### config.mk
export PLATFORM = sky130hd
export DESIGN_NAME = lut_bank
export DESIGN_NICKNAME = d
export VERILOG_FILES = /design/src/rtl/lut_bank.sv
export SDC_FILE = /design/constraint.sdc
export NUM_CORES = 1
export LEC_CHECK = 0
export ABC_AREA = 1
export BUFFER_PORTS_ARGS = -buffer_cell sky130_fd_sc_hd__buf_4
export CORE_MARGIN = 3
export CORE_UTILIZATION = 50
export DETAILED_ROUTE_END_ITERATION = 6
export HOLD_SLACK_MARGIN = 0.1
export MAX_ROUTING_LAYER = met4
export PLACE_DENSITY = 0.77
export SLEW_MARGIN = 10
export SYNTH_ARGS = -nofsm -noshare
export SYNTH_HDL_FRONTEND = slang
export SYNTH_SLANG_ARGS = --single-unit
### constraint.sdc
create_clock -name clk -period 2 [get_ports clk]
set_input_delay 0.3 -clock clk [delete_from_list [all_inputs] [get_ports clk]]
set_output_delay 0.3 -clock clk [all_outputs]
set_load 0.02 [all_outputs]
### src/rtl/lut_bank.sv
// lut_bank
//   Multi-output programmable look-up table. OUTPUTS independent truth
//   tables of DEPTH = 2**WIDTH entries share one WIDTH-bit select bus, so a
//   single run_in yields OUTPUTS result bits. Tables are filled from a
//   flow-controlled serial stream (table 0 entry 0 first), with restart
//   (cfg_start) and completion (cfg_done) signalling.
//
// Ports
//   clk        in   clock, all state updates on rising edge
//   rst_n      in   asynchronous active-low reset
//   cfg_start  in   one-cycle request to (re)start loading
//   cfg_valid  in   cfg_data valid this cycle
//   cfg_data   in   serial configuration bit
//   cfg_ready  out  high while loading; bit accepted on cfg_valid && cfg_ready
//   cfg_done   out  one-cycle pulse after the last bit is accepted
//   run        in   request evaluation
//   run_in     in   [WIDTH-1:0] LUT select inputs
//   run_out    out  [OUTPUTS-1:0] bit k = table k indexed by run_in
//   run_valid  out  run_out meaningful this cycle
//
// Compile-time option
//   LUT_BANK_REG_OUT_EN : when defined, run_out/run_valid are registered
//   (one extra cycle of latency); otherwise they are combinational.

module lut_bank #(
  parameter int WIDTH   = 4,
  parameter int OUTPUTS = 2
) (
  input  logic               clk,
  input  logic               rst_n,
  input  logic               cfg_start,
  input  logic               cfg_valid,
  input  logic               cfg_data,
  output logic               cfg_ready,
  output logic               cfg_done,
  input  logic               run,
  input  logic [WIDTH-1:0]   run_in,
  output logic [OUTPUTS-1:0] run_out,
  output logic               run_valid
);

  localparam int DEPTH = 1 << WIDTH;
  localparam int TOTAL = OUTPUTS * DEPTH;
  localparam int CW    = (TOTAL > 1) ? $clog2(TOTAL) : 1;

  localparam logic [1:0] S_UNCFG = 2'd0;
  localparam logic [1:0] S_LOAD  = 2'd1;
  localparam logic [1:0] S_IDLE  = 2'd2;
  localparam logic [1:0] S_RUN   = 2'd3;

  logic [1:0]         state_q, state_d;
  logic [CW-1:0]      cnt_q, cnt_d;
  logic               done_q, done_d;
  logic [TOTAL-1:0]   mem_q;
  logic               accept;
  logic               lastBit;
  logic [OUTPUTS-1:0] lookup;

  // A restart request in LOAD drops the bit offered in the same cycle.
  assign accept  = (state_q == S_LOAD) && cfg_valid && !cfg_start;
  assign lastBit = (cnt_q == CW'(TOTAL - 1));

  // cfg_start has priority over run in every state and always rewinds cnt.
  always_comb begin
    state_d = state_q;
    cnt_d   = cnt_q;
    done_d  = 1'b0;
    if (cfg_start) begin
      state_d = S_LOAD;
      cnt_d   = '0;
    end else begin
      case (state_q)
        S_LOAD: begin
          if (accept) begin
            if (lastBit) begin
              state_d = S_IDLE;
              cnt_d   = '0;
              done_d  = 1'b1;
            end else begin
              cnt_d = cnt_q + CW'(1);
            end
          end
        end
        S_IDLE:  if (run)  state_d = S_RUN;
        S_RUN:   if (!run) state_d = S_IDLE;
        default: state_d = state_q;
      endcase
    end
  end

  always_ff @(posedge clk or negedge rst_n) begin
    if (!rst_n) begin
      state_q <= S_UNCFG;
      cnt_q   <= '0;
      done_q  <= 1'b0;
    end else begin
      state_q <= state_d;
      cnt_q   <= cnt_d;
      done_q  <= done_d;
    end
  end

  // Stream bit n lands at flat index n, i.e. table n/DEPTH, entry n%DEPTH.
  always_ff @(posedge clk or negedge rst_n) begin
    if (!rst_n) begin
      mem_q <= '0;
    end else if (accept) begin
      mem_q[cnt_q] <= cfg_data;
    end
  end

  for (genvar k = 0; k < OUTPUTS; k++) begin : g_tbl
    logic [DEPTH-1:0] tbl;
    assign tbl       = mem_q[k*DEPTH +: DEPTH];
    assign lookup[k] = tbl[run_in];
  end

  assign cfg_ready = (state_q == S_LOAD);
  assign cfg_done  = done_q;

`ifdef LUT_BANK_REG_OUT_EN
  logic [OUTPUTS-1:0] runOut_q;
  logic               runValid_q;

  always_ff @(posedge clk or negedge rst_n) begin
    if (!rst_n) begin
      runOut_q   <= '0;
      runValid_q <= 1'b0;
    end else begin
      runOut_q   <= (state_q == S_RUN) ? lookup : '0;
      runValid_q <= (state_q == S_RUN);
    end
  end

  assign run_out   = runOut_q;
  assign run_valid = runValid_q;
`else
  assign run_out   = (state_q == S_RUN) ? lookup : '0;
  assign run_valid = (state_q == S_RUN);
`endif

endmodule

# [Word level (Yosys, flattened, before mapping)]
# Index checks and enable logic that the tools add are counted.
[classes] add_sub_neg=1 n_lt_le_gt_ge=3 eq_ne=8 mux=22 reduce_logical=9
[ops] op="32-bit bitwise mux" n=1
[ops] op="5-bit two-way mux" n=4
[ops] op="2-bit two-way mux" n=6
[ops] op="1-bit binary-select mux with 4-bit select" n=2
[ops] op="1-bit two-way mux" n=7
[ops] op="5-bit by 6-bit < comparator with 1-bit output (second input constant)" n=1
[ops] op="3-bit by 2-bit inequality test with 1-bit output (second input constant)" n=2
[ops] op="3-bit inequality test (second input constant)" n=2
[ops] op="2-bit case mux with 3 select lines" n=1
[ops] op="5-bit by 1-bit adder with 5-bit output (second input constant)" n=1
[ops] op="1-bit demux with 5-bit select" n=1
[ops] op="5-bit == test (second input constant)" n=1
[ops] op="5-bit by 1-bit >= comparator with 1-bit output (second input constant)" n=1
[ops] op="4-bit by 5-bit < comparator with 1-bit output (second input constant)" n=1
[ops] op="5-bit AND reduction" n=1
[ops] op="2-bit == test (second input constant)" n=2
[ops] op="2-bit nonzero test" n=2
[ops] op="4-bit nonzero test" n=1
[ops] op="1-bit logical AND" n=3
[ops] op="2-bit by 1-bit == test with 1-bit output (second input constant)" n=1
[ops] op="2-bit AND reduction" n=1
[ops] op="1-bit zero test" n=1
[word_totals] ff_bits=40 in_bits=10 out_inout_bits=5 word_cells=47

# [Logic depth before layout (Yosys ltp)]
[depth] depth_word=6 depth_mapped=8 ltp_nobuf=8

# [Worst setup path after synthesis]
# No wires, ideal clock.
[synth_path] kind="input port to output port" startpoint="input run_in[1]" endpoint="output run_out[0]" t_arrival_ns=1.168 t_required_ns=1.700 path_slack_ns=0.532 stages=5 path_buffers=1 cell_sequence="clkbuf_1 > nand3_1 > nand3_1 > nand3_1 > a21oi_1"
[synth_between] elab_chain_cells=3
[synth_rtl] item="start: declaration" line_no="37" source="input logic [WIDTH-1:0] run_in,"
[synth_rtl] item="1-bit binary-select mux with 4-bit select" line_no="115" source="assign lookup[k] = tbl[run_in];"
[synth_rtl] item="1-bit two-way mux (implied by the code)" line_no="115"
[synth_rtl] item="2-bit two-way mux" line_no="138" source="assign run_out = (state_q == S_RUN) ? lookup : '0;"
[synth_rtl] item="end: declaration" line_no="38" source="output logic [OUTPUTS-1:0] run_out,"
# No other way between the ends. The select of a mux whose other input is x is not followed.

# [Worst setup path after layout]
[layout_path] startpoint="input run_in[0]" endpoint="output run_out[1]"
# The elaborated chain is that of the path after synthesis.

==> results.yml <==
run_status:
  status: "finished, final reports clean"
floorplan:
  dieWidth_um: 73.19
  dieArea_um2: 5357
  fp.coreArea_um2: 4173
  row_count: 23
  io_pins: 15
  start_util_pct: 54.09
  fp.dieH_um: 73.19
synthesis:
  synth_area_leaders: "dfrtp_1 (44%), nand2_1 (16%), inv_1 (6.7%)"
  synth_largest_area_cell: "dfrtp_1"
  synth.top_cell.area_share_pct: 44.35
  synth_area_um2: 2257
  synth_common_cells: "nand2_1 (99), dfrtp_1 (40), inv_1 (40)"
  seq_area_frac_synth_pct: 44.35
  yosysWarnings: 0
  synth_cells: 300
  ys.flop_type: "dfrtp_1"
  ys_ff_latch: 40
  syn-num-nets: 315
  synth.distinct_cells: 26
  ys_async_sr_fraction_pct: 100.0
  synth.avg_cell_area_um2: 7.524
  synth.most_common_cell: "nand2_1"
  synth_edf_count: 0
pwr:
  vdd.ir_drop.worst_mv: 0.4251
  p_comb_share_pct: 10.8
  power.density_nw_per_um2: 694.7
  swShare_pct: 24.49
  leakagePower_nw: 1.192
  p_switching_mw: 0.4338
  seqPwrFrac_pct: 48.0
  internal_power_mw: 1.338
  p_clk_share_pct: 41.2
sta:
  setup_tns_ps: 0
  layout_min_cycle_time_ps: 1713
  grt_setup_unrepaired: "no"
  slew_headroom_pct: 64.05
  setup_viol: 0
  finalCritPeriodShare_pct: 85.63
  tightest_slew_ps: 533.6
  skew_ps: 6.407
  fmax_mhz: 583.9
  final_max_slew_viol_count: 0
  hold_viol_final: 0
critical_path:
  crit_buf_inv: 3
  worstSetupPathType: "input port to output port"
  worstPathMaxFanout: 21
  cp_slowest_cell: "buf_4"
  end_kind: "output port"
  critPathArrivalTime_ps: 1410
  cp-startpoint: "run_in[0]"
  crit_path_start_kind: "input port"
  crit_family: "buffers and inverters"
  critPathMaxStageDelay_ps: 210
  cp_cell_sequence: "buf_4 > inv_1 > nand2_1 > nand3_1 > nand3_1 > nand3_1 > a21oi_1 > buf_4"
  cp_common_cell: "nand3_1"
  r2r-start: "cnt_q[3]"
  cp.required_ps: 1700
clocking:
  cts_sinks: 40
  cts-buffers-inserted: 5
  path_clk_slew_ps: 70
  cts_buffer_depth: 2
  tritoncts: "built"
  cts-root-buf: "clkbuf_8"
  clock_latency_ps: 300
  htree_num_levels: 2
worst_hold_path:
  hold_start: "cfg_start"
  hold_class: "input port to flop"
drt:
  wirelength_mm: 4.832
  vias: 1902
  viasPerCell: 5.154
  antenna_left: 0
  drc_errors: 0
  first_iter_violations: 187
  wl_per_cell_um: 13.09
  drtPass1Iterations: 4
finish:
  final_area_um2: 2550
  fin_nets: 333
  fillers: 378
  syn_to_final_growth_pct: 12.97
  num_antenna_cells: 0
  drive_gt1_share_pct: 13.48
global_routing:
  antenna_found_initial: 0
  grt_overflow_total: 0
  grt_first_pass_wirelength_mm: 8.480
  grt_max_degree: 41
  grt_use_total_pct: 21.18
  grt_pass1_vias: 1804
placed_design:
  dpl-instance-area_um2: 2414
  finalWeightedCongestion: 0.9772
  io_buffer_count: 14
  hpwl_mm: 3.542
flow_run:
  max_cap_violations: 0
flip-flops by register name, summed over array words and instances, names as in the netlist:
name      cells
cfg_done      1
mem_q        32
state_q       2
cnt_q         5
through the flow:
step | setup slack [ps] | total power, mW | std cells | utilization, % | hold WS, ps
floorplan | 531.9 | 0.9822 | 300 | - | 4.409
global placement | 334.2 | 1.053 | 360 | 57.84 | 303.4
detailed placement | 310.1 | 1.057 | 360 | 57.84 | 308.1
CTS | 302.9 | 1.793 | 369 | 61.11 | 183.3
global route | 17.26 | 1.842 | 369 | 61.11 | 186.3
finish | 287.4 | 1.771 | 369 | 61.11 | 188.6
final timing paths:
check	cells past startpoint	slack [ps]	end
setup / recovery	8	290	run_out[1]
hold / removal	2	190	state_q[1]
setup reg to reg	7	330	state_q[1]
hold reg to reg	2	500	mem_q[19]
max in group asynchronous	2	1140	state_q[0]
min in group asynchronous	2	500	mem_q[23]
timing repair:
item / in CTS / in global routing
hold endpoints to repair: 40 / 0
setup buffers: 0 / 0
hold buffers: 1 / 0
resized for setup: 0 / 0
worst reg2reg max path, cell delays in order (launching register included):
cell and delay [ps]:
dfrtp_1 550, inv_4 130, nor3_1 190, ha_1 200
inv_1 60, o21ai_0 190, o21ai_0 120, a21oi_1 150
cell families (layout without fill, tap and decap cells):
logic type	count (synthesis)	after routing	synth area share, %
and+or+nand+nor	156	156	32.59
adders and majority gates	5	5	2.772
DFF	40	40	44.35
xor gates and xnor gates	2	2	0.7762
buffers and inverters	51	70	9.091
AOI/OAI and AO/OA	46	46	10.42
cell type report:
cell class	instances	area [µm²]	share of cell area (%)
tap	50	62.56	2.453
clock buffer	7	96.34	3.778
timing repair buffer	19	145.1	5.692
multi-input combinational	209	1051	41.22
inverter	43	163.9	6.428
clock inverter	1	30.03	1.178
sequential	40	1001	39.25
power by group through the flow:
stage | Clock (mW) | Sequential (mW) | Combinational, mW
after floorplan | 0 | 0.861 | 0.122
after detailed placement | 0 | 0.866 | 0.191
after CTS | 0.749 | 0.850 | 0.194
after global routing | 0.770 | 0.854 | 0.218
after global placement | 0 | 0.866 | 0.187
final | 0.729 | 0.851 | 0.191
routing by layer:
| metal | track usage [%] | vias up | share of wire (%) |
|---|---|---|---|
| met4 | 7.172 | 0 | 0.93 |
| met3 | 6.061 | 4 | 6.1 |
| li1 | - | 982 | - |
| met1 | 28.22 | 875 | 47 |
| met2 | 30.88 | 41 | 46 |
| met5 | - | - | 0 |
layout by cell type, fill, tap and decap left out:
cell | netlist | final
nand3_1 | 23 | 23
nand2_4 | 1 | 1
clkbuf_8 | 0 | 7
o21ai_0 | 12 | 12
nor3_1 | 3 | 3
inv_1 | 40 | 40
nor3_4 | 5 | 5
o211ai_1 | 1 | 1
a21oi_1 | 11 | 11
bufinv_16 | 0 | 1
dlygate4sd3_1 | 0 | 1
nor3_2 | 1 | 1
ha_1 | 5 | 5
nor2_4 | 4 | 4
nand2_1 | 99 | 99
o21ai_1 | 20 | 20
nor2_1 | 17 | 17
xnor2_1 | 1 | 1
nand2_2 | 1 | 1
nor2_2 | 1 | 1
xor2_1 | 1 | 1
buf_4 | 0 | 18
dfrtp_1 | 40 | 40
inv_4 | 1 | 1
o22ai_1 | 2 | 2
nand3_2 | 1 | 1
inv_2 | 2 | 2
Power figures use the tool's default switching activity.
